===== config.mk =====
export PLATFORM = sky130hd
export DESIGN_NAME = uart_rx_flat
export DESIGN_NICKNAME = d
export VERILOG_FILES = /design/src/rtl/uart_pkg.sv /design/src/rtl/uart_rx_if.sv /design/src/rtl/uart_rx_sync.sv /design/src/rtl/uart_rx.sv /design/src/flat_wrapper.sv
export SDC_FILE = /design/constraint.sdc
export NUM_CORES = 1
export LEC_CHECK = 0
export CAP_MARGIN = 0
export CORE_MARGIN = 8
export CORE_UTILIZATION = 56
export CTS_CLUSTER_SIZE = 20
export DETAILED_ROUTE_END_ITERATION = 16
export HOLD_SLACK_MARGIN = 0.15
export PLACE_DENSITY_LB_ADDON = 0.15
export SLEW_MARGIN = 30
export SYNTH_ARGS = -nofsm -noshare
export SYNTH_HDL_FRONTEND = slang
export SYNTH_SLANG_ARGS = --single-unit

===== constraint.sdc =====
create_clock -name i_clk -period 2.2 [get_ports i_clk]
set_input_delay 0.66 -clock i_clk [delete_from_list [all_inputs] [get_ports i_clk]]
set_output_delay 0.66 -clock i_clk [all_outputs]
set_load 0.02 [all_outputs]

===== src/rtl/uart_pkg.sv =====
// Shared definitions for the UART receive path: FSM encodings, register map and baud tick helper.
package uart_pkg;

  typedef enum logic [3:0] {
    ST_IDLE  = 4'd0,
    ST_START = 4'd1,
    ST_DATA0 = 4'd2,
    ST_DATA1 = 4'd3,
    ST_DATA2 = 4'd4,
    ST_DATA3 = 4'd5,
    ST_DATA4 = 4'd6,
    ST_DATA5 = 4'd7,
    ST_DATA6 = 4'd8,
    ST_DATA7 = 4'd9,
    ST_STOP  = 4'd10
  } rx_state_t;

  localparam logic ADR_DATA   = 1'b0;
  localparam logic ADR_STATUS = 1'b1;

  localparam int STAT_VALID   = 0;
  localparam int STAT_OVERRUN = 1;
  localparam int STAT_FERR    = 2;

  function automatic int calc_tick(input int sys_clk, input int baudrate);
    return sys_clk / baudrate;
  endfunction

endpackage


===== src/rtl/uart_rx_if.sv =====
// Simple peripheral bus slave port shared by the UART blocks.
interface uart_rx_if;
  logic       i_adr;
  logic [7:0] o_dat;
  logic       i_we;
  logic       i_cyc;

  modport master (output i_adr, output i_we, output i_cyc, input  o_dat);
  modport slave  (input  i_adr, input  i_we, input  i_cyc, output o_dat);
endinterface


===== src/rtl/uart_rx_sync.sv =====
// Two-flop synchronizer for an asynchronous level input; resets to 1 (idle line level).
module uart_rx_sync (
  input  logic i_clk,
  input  logic i_reset,
  input  logic d,
  output logic q
);

  logic meta;

  always_ff @(posedge i_clk or negedge i_reset) begin
    if (!i_reset) begin
      meta <= 1'b1;
      q    <= 1'b1;
    end else begin
      meta <= d;
      q    <= meta;
    end
  end

endmodule


===== src/rtl/uart_rx.sv =====
// UART 8N1 receiver with one-entry DATA register and STATUS register on the peripheral bus.
// Optional stop-bit checking enabled by defining UART_RX_FRAMING_CHECK_EN.
module uart_rx
  import uart_pkg::*;
#(
  parameter int SYS_CLK  = 50_000_000,
  parameter int BAUDRATE = 115200
) (
  input  logic           i_clk,
  input  logic           i_reset,
  uart_rx_if.slave       bus,
  input  logic           rx,
  output logic           o_int
);

  localparam int TICK = calc_tick(SYS_CLK, BAUDRATE);
  localparam int CW   = $clog2(TICK + 1);
  localparam logic [CW-1:0] CNT_HALF = CW'(TICK / 2);
  localparam logic [CW-1:0] CNT_LAST = CW'(TICK - 1);

  rx_state_t   state;
  logic [CW-1:0] cnt;
  logic [7:0]  shift;
  logic [7:0]  rx_data;
  logic        valid;
  logic        overrun;
  logic        ferr;
  logic        rx_s;

  logic        stop_done;
  logic        latch;
  logic        ferr_set;
  logic        rd_data;
  logic        rd_status;

  uart_rx_sync u_sync (
    .i_clk   (i_clk),
    .i_reset (i_reset),
    .d       (rx),
    .q       (rx_s)
  );

  assign stop_done = (state == ST_STOP) && (cnt == CNT_LAST);
  assign rd_data   = bus.i_cyc && !bus.i_we && (bus.i_adr == ADR_DATA);
  assign rd_status = bus.i_cyc && !bus.i_we && (bus.i_adr == ADR_STATUS);

`ifdef UART_RX_FRAMING_CHECK_EN
  assign latch    = stop_done && rx_s;
  assign ferr_set = stop_done && !rx_s;
`else
  assign latch    = stop_done;
  assign ferr_set = 1'b0;
`endif

  always_comb begin
    bus.o_dat = rx_data;
    if (bus.i_adr == ADR_STATUS) begin
      bus.o_dat               = 8'h00;
      bus.o_dat[STAT_VALID]   = valid;
      bus.o_dat[STAT_OVERRUN] = overrun;
      bus.o_dat[STAT_FERR]    = ferr;
    end
  end

  always_ff @(posedge i_clk or negedge i_reset) begin
    if (!i_reset) begin
      state   <= ST_IDLE;
      cnt     <= '0;
      shift   <= 8'h00;
      rx_data <= 8'h00;
      valid   <= 1'b0;
      overrun <= 1'b0;
      ferr    <= 1'b0;
      o_int   <= 1'b0;
    end else begin
      o_int <= latch;

      case (state)
        ST_IDLE: begin
          cnt <= '0;
          if (!rx_s) state <= ST_START;
        end
        ST_START: begin
          if (cnt == CNT_HALF) begin
            cnt   <= '0;
            // a start bit that is gone by its centre was a glitch
            state <= rx_s ? ST_IDLE : ST_DATA0;
          end else begin
            cnt <= cnt + 1'b1;
          end
        end
        ST_STOP: begin
          if (cnt == CNT_LAST) begin
            cnt   <= '0;
            state <= ST_IDLE;
          end else begin
            cnt <= cnt + 1'b1;
          end
        end
        default: begin
          if (cnt == CNT_LAST) begin
            cnt   <= '0;
            // shifting right leaves the first-received bit in bit 0 after eight samples
            shift <= {rx_s, shift[7:1]};
            state <= rx_state_t'(state + 4'd1);
          end else begin
            cnt <= cnt + 1'b1;
          end
        end
      endcase

      if (latch) begin
        rx_data <= shift;
        valid   <= 1'b1;
      end else if (rd_data) begin
        valid <= 1'b0;
      end

      if (latch && valid && !rd_data) overrun <= 1'b1;
      else if (rd_status)              overrun <= 1'b0;

      if (ferr_set)       ferr <= 1'b1;
      else if (rd_status) ferr <= 1'b0;
    end
  end

endmodule


===== src/flat_wrapper.sv =====
// flat-port wrapper written by rule: the top's interface ports become plain ports
module uart_rx_flat import uart_pkg::*;
#(
  parameter int SYS_CLK  = 50_000_000,
  parameter int BAUDRATE = 115200
)
  (i_clk, i_reset, rx, o_int, bus_i_adr, bus_i_we, bus_i_cyc, bus_o_dat);
  uart_rx_if bus_i ();
  input  logic i_clk;
  input  logic i_reset;
  input  logic rx;
  output logic o_int;
  input wire logic [$bits(bus_i.i_adr)-1:0] bus_i_adr;
  input wire logic [$bits(bus_i.i_we)-1:0] bus_i_we;
  input wire logic [$bits(bus_i.i_cyc)-1:0] bus_i_cyc;
  output wire logic [$bits(bus_i.o_dat)-1:0] bus_o_dat;
  assign bus_i.i_adr = bus_i_adr;
  assign bus_i.i_we = bus_i_we;
  assign bus_i.i_cyc = bus_i_cyc;
  assign bus_o_dat = bus_i.o_dat;
  uart_rx #(.SYS_CLK(SYS_CLK), .BAUDRATE(BAUDRATE)) u_core (.i_clk(i_clk), .i_reset(i_reset), .bus(bus_i), .rx(rx), .o_int(o_int));
endmodule

==> flow_metrics.py <==
metrics = {
    "pwr": {
        "power_density_nw_per_um2": 539,
        "ir_drop_mv": 0.492,
        "p_sw_mw": 0.229,
        "p_leak_nw": 0.928,
        "switching_share": 0.224,
        "p_seq_frac": 0.615,
        "pwr-share-comb": 0.029,
        "p_clk_frac": 0.356,
        "p_int_mw": 0.794,
    },
    "clock_network": {
        "ctsHoldBuffers": 0,
        "ctsRootBufferMaster": "clkbuf_4",
        "tritoncts": "built",
        "cts_buffer_depth": 2,
        "post-cts-setup-buffers": 0,
        "cts_max_level": 2,
        "cts_buffers": 5,
        "clock_latency_ps": 330,
        "clock-sinks": 34,
        "path_clk_slew_ps": 100,
    },
    "drt": {
        "wl_per_cell_um": 15.3,
        "first_iter_violations": 23,
        "wirelength_um": 2880,
        "detail_route.first_pass.iterations": 4,
        "drc": 0,
        "vias": 1066,
        "ant_nets": 0,
        "viasPerCell": 5.67,
    },
    "synthesis": {
        "synth-seq-cells": 34,
        "ys_warn_count": 0,
        "synth.cell_area_sq_um": 1650,
        "syn_inst": 133,
        "synth_nets": 145,
        "ys_seq_area_frac": 0.517,
        "synth.distinct_cells": 38,
        "avgSynthCellArea_sq_um": 12.4,
    },
    "critical_path": {
        "worstSetupStartpointType": "input port",
        "reg2reg_to": "u_core.state[0]$_DFFE_PN0P_",
        "arrival_ps": 1500,
        "reg2reg_slack_ps": 160,
        "path_max_fanout": 4,
        "ff2ff_path_depth": 7,
        "r2r_start": "u_core.state[0]$_DFFE_PN0P_",
        "critPathKind": "input port to primary output",
        "end_kind": "primary output",
        "cp.required_ps": 1540,
    },
    "layout": {
        "area_delta_synth_final_pct": 14.9,
        "finalNonFillerCells": 188,
        "diodes": 0,
        "layout.nets": 168,
        "drive_gt1_frac": 0.318,
        "fill_cells": 213,
    },
    "worst_hold_path": {
        "hold_start": "u_core.u_sync.meta$_DFF_PN1_",
        "hold_end": "u_core.u_sync.q$_DFF_PN1_",
        "whs_path_depth": 0,
        "min_path_type": "flip-flop to flip-flop",
    },
    "global_route": {
        "grt_pass1_vias": 1139,
        "overflow": 0,
        "grt_use_total": 0.129,
        "grt_first_pass_wirelength_um": 5210,
        "antenna_found_initial": 0,
        "grt_start_max_net_pins": 35,
    },
    "floorplanning": {
        "io_pins": 15,
        "die_w_um": 70.3,
        "num_rows": 19,
        "initial_utilization": 0.594,
        "dieHeight_um": 70.3,
        "core_area_sq_um": 2780,
        "die_area_sq_um": 4940,
    },
    "timing": {
        "rsz0062_at_grt": "false",
        "period_needed_ps": 2160,
        "post-route-period-util": 0.980,
        "whs_ps": 361,
        "setup_tns_ps": 0,
        "hold_viol_final": 0,
        "drv_slew": 0,
        "clock_skew_ps": 8.25,
        "tightestPinTransition_ps": 488,
        "maxClockFrequency_mhz": 464,
        "slew-limit-headroom": 0.675,
        "setup_violations": 0,
    },
    "placement": {
        "port_buffers": 14,
        "dp_hpwl_um": 2090,
        "gp_congestion": 0.827,
        "dp.cells": 180,
    },
    "status": {
        "outcome": "complete, no violations",
    },
    "run": {
        "cap_violations": 0,
    },
}
-- registers in the layout, indices dropped and copies added, names as in the netlist --
register	flops
u_core.valid	1
u_core.u_sync.meta	1
u_core.shift	8
u_core.o_int	1
u_core.cnt	9
u_core.rx_data	8
u_core.overrun	1
u_core.u_sync.q	1
u_core.state	4
-- cell usage in the layout (no fill, tap or decap), drive strengths merged, types with 2 or more instances in the layout --
cell type and count:
xnor2 4, clkbuf 8, clkdlybuf4s50 5, or3 2
inv 5, mux2 22, clkdlybuf4s15 4, dlygate4sd2 3
dfstp 2, buf 5, dfrtp 32, ha 6
a21oi 2, nor2b 7, o21ai 2, nand3 3
xor2 2, nor2 13, nand2 6, and3 6
-- metrics by stage --
stage                     setup slack (ps)  power, mW  instance area, sq um  utilization
after floorplan                        203      0.646                  1650            -
after global placement                -540      0.671                  1850        0.664
final                                 44.0       1.02                  1900        0.682
after global routing                 0.546       1.06                  1900        0.682
after detailed placement              -612      0.672                  1850        0.664
after CTS                             1.80       1.03                  1910        0.685
-- final cells by class --
cell class,instances,area [sq um],area share
Clock inverter,2,12.5,0.00659
Clock buffer,6,51.3,0.0270
Sequential cell,34,853,0.450
Multi-Input combinational cell,91,757,0.399
Timing Repair Buffer,19,166,0.0877
Inverter,5,18.8,0.00989
Tap cell,31,38.8,0.0204
-- how the worst max path moves through the flow --
stage / startpoint / end / slack [ps] / cells after the start
floorplan: bus_i_adr / bus_o_dat[0] / 200 / 2
global placement: bus_i_adr / bus_o_dat[1] / -540 / 3
detailed placement: bus_i_adr / bus_o_dat[1] / -610 / 3
CTS: bus_i_adr / bus_o_dat[2] / 2 / 4
global route: bus_i_adr / bus_o_dat[4] / 0.5 / 4
finish: bus_i_adr / bus_o_dat[1] / 40 / 3
-- power groups by stage --
stage / Combinational [mW] / Sequential, mW / Clock [mW]
floorplan: 0.00473 / 0.641 / 0
global placement: 0.0299 / 0.641 / 0
detailed placement: 0.0305 / 0.641 / 0
CTS: 0.0304 / 0.629 / 0.374
global route: 0.0344 / 0.629 / 0.398
finish: 0.0295 / 0.629 / 0.364
-- cells by family (layout without fill, tap and decap cells) --
| family | after synthesis | count (layout) | share of synthesized area |
|---|---|---|---|
| DFF | 34 | 34 | 0.517 |
| and+or+nand+nor | 44 | 44 | 0.155 |
| buffers and inverters | 8 | 32 | 0.0250 |
| adders and majority gates | 6 | 6 | 0.0455 |
| xor gates and xnor gates | 6 | 6 | 0.0318 |
| AOI/OAI and AO/OA | 13 | 13 | 0.0735 |
| muxes | 22 | 22 | 0.152 |
-- critical path, cell delays in order --
cell and delay, ps:
clkdlybuf4s15_2 230, mux2_2 350, clkdlybuf4s15_2 260
-- cell usage after synthesis (all sizes together) --
master / number / area (sq um)
nand2: 6 / 22.5
or3b: 1 / 8.76
mux2: 22 / 251
a31oi: 1 / 6.26
dfrtp: 32 / 801
nand2b: 1 / 6.26
nor4bb: 1 / 10.0
dfstp: 2 / 52.6
or3: 2 / 17.5
clkbuf: 1 / 3.75
nand4: 1 / 6.26
o221ai: 1 / 26.3
a21oi: 2 / 10.0
a21o: 1 / 7.51
a41oi: 1 / 8.76
o22ai: 1 / 6.26
a32oi: 1 / 16.3
xnor2: 4 / 35.0
o211ai: 1 / 12.5
nand3: 3 / 15.0
buf: 2 / 18.8
o21bai: 1 / 7.51
ha: 6 / 75.1
and3: 6 / 40.0
nor2: 13 / 51.3
nor3: 1 / 16.3
o31a: 1 / 10.0
nand3b: 1 / 7.51
inv: 5 / 18.8
o21ai: 2 / 10.0
nand4bb: 1 / 11.3
xor2: 2 / 17.5
nor2b: 7 / 43.8
-- timing repair --
| action | in CTS | in global routing |
|---|---|---|
| hold endpoints to repair | 0 | 0 |
| pin swaps | 0 | 0 |
| endpoints found under the setup margin | 8 | 4 |
| gates resized for setup | 15 | 4 |
-- per-layer routing --
metal,track usage,up-vias,share of wire
li1,-,506,-
met5,0,-,0
met1,0.158,537,0.46
met4,0.0536,0,0.020
met2,0.204,16,0.48
met3,0.0410,7,0.042
Note: power is estimated with default switching activity, not from simulation.
